File: src/rtl/frame_buf_ctrl.sv
// Triple-buffer scheduler: hands the camera writer a free buffer each frame and
// gives the display reader the newest completed buffer at each vsync.
module frame_buf_ctrl #(
    parameter logic [31:0] BUF_BASE       = 32'h1000_0000,
    parameter logic [31:0] BUF_STRIDE     = 32'h0004_0000,
    parameter logic [23:0] TIMEOUT_CYCLES = 24'd3_000_000
) (
    input  logic        clk_100Mhz,
    input  logic        rst,
    input  logic        enable,
    input  logic        frame_start,
    input  logic        writer_done,
    input  logic        rd_frame_start,
    output logic [31:0] wr_base_addr,
    output logic        buf_select,
    output logic [31:0] rd_base_addr,
    output logic [1:0]  wr_idx,
    output logic [1:0]  rd_idx,
    output logic [1:0]  state,
    output logic [15:0] frame_cnt,
    output logic [15:0] skip_cnt,
    output logic        timeout_err
);

    typedef enum logic [1:0] {
        S_IDLE   = 2'd0,
        S_ARM    = 2'd1,
        S_WRITE  = 2'd2,
        S_COMMIT = 2'd3
    } state_t;

    state_t      r_state;
    logic        r_fs_d1;
    logic        r_wd_d1;
    logic [1:0]  r_wr_idx;
    logic [1:0]  r_rd_idx;
    logic [1:0]  r_last_idx;
    logic        r_new_frame;
    logic        r_buf_select;
    logic [31:0] r_wr_base;
    logic [31:0] r_rd_base;
    logic [15:0] r_frame_cnt;
    logic [15:0] r_skip_cnt;
    logic        r_timeout_err;
    logic [23:0] r_wdog;

    logic        w_fs_rise;
    logic        w_wd_rise;
    logic        w_rd_take;
    logic [1:0]  w_rd_next;
    logic [1:0]  w_wr_next;

    function automatic logic [31:0] f_base(input logic [1:0] idx);
        return BUF_BASE + BUF_STRIDE * {30'd0, idx};
    endfunction

    assign w_fs_rise = frame_start & ~r_fs_d1;
    assign w_wd_rise = writer_done & ~r_wd_d1;
    assign w_rd_take = rd_frame_start & r_new_frame;
    // The three indices always sum to 3, so the free buffer is whatever the
    // reader and the just-committed frame are not using.
    assign w_rd_next = w_rd_take ? r_last_idx : r_rd_idx;
    assign w_wr_next = 2'd3 - r_wr_idx - w_rd_next;

    always_ff @(posedge clk_100Mhz) begin
        if (rst) begin
            r_state       <= S_IDLE;
            r_fs_d1       <= 1'b0;
            r_wd_d1       <= 1'b0;
            r_wr_idx      <= 2'd1;
            r_rd_idx      <= 2'd0;
            r_last_idx    <= 2'd2;
            r_new_frame   <= 1'b0;
            r_buf_select  <= 1'b0;
            r_wr_base     <= f_base(2'd1);
            r_rd_base     <= f_base(2'd0);
            r_frame_cnt   <= 16'd0;
            r_skip_cnt    <= 16'd0;
            r_timeout_err <= 1'b0;
            r_wdog        <= 24'd0;
        end else begin
            r_fs_d1 <= frame_start;
            r_wd_d1 <= writer_done;

            if (w_rd_take) begin
                r_rd_idx    <= r_last_idx;
                r_rd_base   <= f_base(r_last_idx);
                r_new_frame <= 1'b0;
            end

            case (r_state)
                S_IDLE: begin
                    if (enable) r_state <= S_ARM;
                end
                S_ARM: begin
                    if (!enable) begin
                        r_state <= S_IDLE;
                    end else if (w_fs_rise) begin
                        r_state      <= S_WRITE;
                        r_buf_select <= ~r_buf_select;
                        r_wdog       <= 24'd0;
                    end
                end
                S_WRITE: begin
                    r_wdog <= r_wdog + 24'd1;
                    if (w_wd_rise) begin
                        r_state <= S_COMMIT;
                    end else if (r_wdog == TIMEOUT_CYCLES - 24'd1) begin
                        r_timeout_err <= 1'b1;
                        r_state       <= S_ARM;
                    end
                end
                S_COMMIT: begin
                    r_last_idx  <= r_wr_idx;
                    r_wr_idx    <= w_wr_next;
                    r_wr_base   <= f_base(w_wr_next);
                    r_frame_cnt <= r_frame_cnt + 16'd1;
                    // A pending frame consumed by this cycle's vsync was shown, not skipped.
                    if (r_new_frame && !w_rd_take) r_skip_cnt <= r_skip_cnt + 16'd1;
                    r_new_frame <= 1'b1;
                    r_state     <= S_ARM;
                end
                default: r_state <= S_IDLE;
            endcase
        end
    end

    assign wr_base_addr = r_wr_base;
    assign buf_select   = r_buf_select;
    assign rd_base_addr = r_rd_base;
    assign wr_idx       = r_wr_idx;
    assign rd_idx       = r_rd_idx;
    assign state        = r_state;
    assign frame_cnt    = r_frame_cnt;
    assign skip_cnt     = r_skip_cnt;
    assign timeout_err  = r_timeout_err;

endmodule

File: config.mk
export PLATFORM = sky130hd
export DESIGN_NAME = frame_buf_ctrl
export DESIGN_NICKNAME = d
export VERILOG_FILES = /design/src/rtl/frame_buf_ctrl.sv
export SDC_FILE = /design/constraint.sdc
export NUM_CORES = 1
export LEC_CHECK = 0
export ABC_AREA = 1
export BUFFER_PORTS_ARGS = -buffer_cell sky130_fd_sc_hd__buf_2
export CAP_MARGIN = 25
export CORE_UTILIZATION = 55
export DETAILED_ROUTE_END_ITERATION = 6
export PLACE_DENSITY = 0.83
export SETUP_SLACK_MARGIN = 0.2
export SYNTH_ARGS = -nofsm -noshare
export SYNTH_HDL_FRONTEND = slang
export SYNTH_SLANG_ARGS = --single-unit
File: constraint.sdc
create_clock -name clk_100Mhz -period 4.61 [get_ports clk_100Mhz]
set_clock_uncertainty 0.1 [all_clocks]
set_input_delay 0.6915 -clock clk_100Mhz [delete_from_list [all_inputs] [get_ports clk_100Mhz]]
set_output_delay 0.6915 -clock clk_100Mhz [all_outputs]
set_load 0.02 [all_outputs]
==> results_dict.tcl <==
set metrics [dict create \
    num_rows 30 \
    dr.pass1.iters 6 \
    cts_buffers 9 \
    cp.required_ns 4.79 \
    grt_overflow 0 \
    initial_core_util_pct 57.6 \
    syn_to_final_growth_pct 7.08 \
    power_frac_comb_pct 14.2 \
    crit_type "input port to flop" \
    drtAntennaViolNets 0 \
    grt_max_degree 34 \
    drc 0 \
    cts.hold.buffers_added 0 \
    tightest_slew_ns 0.605 \
    post-route-period-util_pct 49.3 \
    p_switching_uw 406 \
    drive_gt1_share_pct 16.4 \
    port_buffers 49 \
    place_ws_ns 1.96 \
    die_w_um 86.8 \
    clock-sinks 71 \
    p_clk_share_pct 39.4 \
    cp.arrival_ns 2.45 \
    critPathMaxFanout 33 \
    worst_path_max_delay_cell "inv_1" \
    finalSetupViolCount 0 \
    syn_area_per_cell_um2 7.09 \
    pwr-share-seq_pct 46.4 \
    sw_frac_of_total_pct 28.9 \
    hp-class "flop to flop" \
    root_buffer "clkbuf_8" \
    routed_via_density 4.77 \
    yosysWarnings 0 \
    status "finished, final reports clean" \
    grt_pass1_wl_um 12300 \
    hold_viol_final 0 \
    drt-initial-drc-count 158 \
    grt_usage_pct 20.4 \
    finalWorstSetupSlack_ns 2.34 \
    io_pins 110 \
    cpPeakStageDelay_ns 0.50 \
    synthCells 558 \
    dpl.hpwl_um 5520 \
    synth.distinct_cells 36 \
    chipHeight_um 86.8 \
    peakVddDrop_mv 0.258 \
    gp_congestion 0.818 \
    grt_setup_unrepaired "no" \
    crit_chain "buf_2 > inv_2 > o21ai_0 > inv_1 > o21ai_1 > a2bb2oi_1" \
    fmax_mhz 440 \
    worst_hold_slack_ns 0.367 \
    p_leak_uw 0.00196 \
    syn-cell-area_um2 3960 \
    path_delay_family "buffers and inverters" \
    endpoint_kind "flop" \
    vias 3366 \
    post-route-min-period_ns 2.27 \
    layout.nets 619 \
    clk_latency_ns 0.35 \
    clock_path_buffers 2 \
    antenna_found_initial 0 \
    die_area_um2 7540 \
    ys_seq_elements 71 \
    grt_pass1_vias 2967 \
    critPathBufInv 3 \
    clk_pin_slew_ns 0.08 \
    max-cap-violations 0 \
    cts_tree "yes" \
    cts-htree-levels 3 \
    post_cts_buffers 0 \
    seq_area_frac_synth_pct 35.9 \
    cp-start-kind "input port" \
    finalMaxSlewViolations 0 \
    wirelength_um 7460 \
    relSlewSlack_pct 59.7 \
    power.total_uw 1410 \
    p_int_uw 1000 \
    num_antenna_cells 0 \
    core_um2 6870 \
    r2r_setup_slack_ns 2.51 \
    cts_resized 0 \
    wire_per_inst_um 10.6 \
    powerDensity_nw_per_um2 332 \
    tns_ns 0 \
]
layout make-up:
cell class / count / area, µm²
sequential: 71 / 1420
timing repair buffer: 49 / 245
multi-input combinational: 397 / 1950
inverter: 76 / 285
tap: 96 / 120
fill: 624 / 2630
clock inverter: 6 / 83.8
clock buffer: 10 / 138
per-layer routing:
layer | GRT usage (%) | vias up | routed length (µm)
li1 | - | 1742 | -
met1 | 25.0 | 1501 | 3430
met2 | 33.5 | 109 | 3460
met3 | 6.10 | 14 | 452
met4 | 8.33 | 0 | 115
met5 | 0 | - | 0
synth_stat cells (all sizes together):
master / count / area (µm²)
buf: 67 / 505
nor2: 79 / 387
a21oi: 48 / 240
nor4: 2 / 12.5
dfxtp: 71 / 1420
nand4: 4 / 25.0
xor2: 1 / 8.76
a211oi: 2 / 15.0
nand2: 106 / 415
o211ai: 1 / 7.51
a31oi: 2 / 12.5
ha: 9 / 113
o21ai: 28 / 144
o31ai: 1 / 7.51
and3: 2 / 13.8
nor3: 13 / 70.1
a2bb2oi: 2 / 17.5
inv: 76 / 285
nand3b: 1 / 11.3
o21a: 3 / 22.5
conb: 2 / 7.51
clkbuf: 5 / 18.8
nand3: 33 / 198
layout by cell type (no fill, tap or decap), types with 2 or more instances in the layout:
| master | instances |
|---|---|
| nand2_1 | 101 |
| inv_1 | 71 |
| dfxtp_1 | 71 |
| nor2_1 | 63 |
| conb_1 | 60 |
| buf_2 | 49 |
| a21oi_1 | 48 |
| nand3_1 | 28 |
| o21ai_0 | 20 |
| nor3_1 | 12 |
| nor2_4 | 10 |
| clkbuf_8 | 10 |
| ha_1 | 9 |
| o21ai_1 | 7 |
| nor2_2 | 6 |
| inv_2 | 5 |
| nand2_2 | 4 |
| nand3_2 | 4 |
| nand4_1 | 4 |
| o21a_1 | 3 |
| clkinv_2 | 3 |
| a31oi_1 | 2 |
| a211oi_1 | 2 |
| nor4_1 | 2 |
| a2bb2oi_1 | 2 |
| bufinv_16 | 2 |
flip-flops by register name (all words and copies together) (netlist names):
register      flops
buf_select        1
frame_cnt        16
r_fs_d1           1
r_last_idx        2
r_new_frame       1
r_wd_d1           1
r_wdog           24
rd_base_addr      2
rd_idx            2
skip_cnt         16
state             2
timeout_err       1
wr_idx            2
cell families (layout without fill, tap and decap cells):
family                     Yosys count  in the layout  synth area share [%]
and+or+nand+nor                    240            240                  28.6
buffers and inverters              148            141                  20.4
AOI/OAI and AO/OA                   87             87                  11.8
DFF                                 71             71                  35.9
adders and majority gates            9              9                  2.84
other                                2             60                 0.190
xor gates and xnor gates             1              1                 0.221
path summary, 6_finish.rpt:
path,startpoint,endpoint,cells past startpoint
worst max-delay path,rst,r_wdog[10],6
worst min-delay path,timeout_err,timeout_err,1
worst max register to register,state[1],r_wdog[10],9
worst min register to register,timeout_err,timeout_err,1
power groups by stage:
| stage | sequential, µW | clock [µW] | combinational, µW |
|---|---|---|---|
| floorplan | 679 | 0 | 195 |
| CTS | 653 | 564 | 201 |
| global placement | 667 | 0 | 192 |
| finish | 654 | 555 | 200 |
| detailed placement | 667 | 0 | 200 |
| global route | 656 | 588 | 226 |
per-stage QoR:
| stage | util [%] | cell area, µm² | cells |
|---|---|---|---|
| final | 61.7 | 4240 | 705 |
| after floorplan | - | 4180 | 616 |
| after global routing | 61.7 | 4240 | 705 |
| after CTS | 61.7 | 4240 | 705 |
| after global placement | 58.5 | 4020 | 689 |
| after detailed placement | 58.5 | 4020 | 689 |
Power figures use the tool's default switching activity.
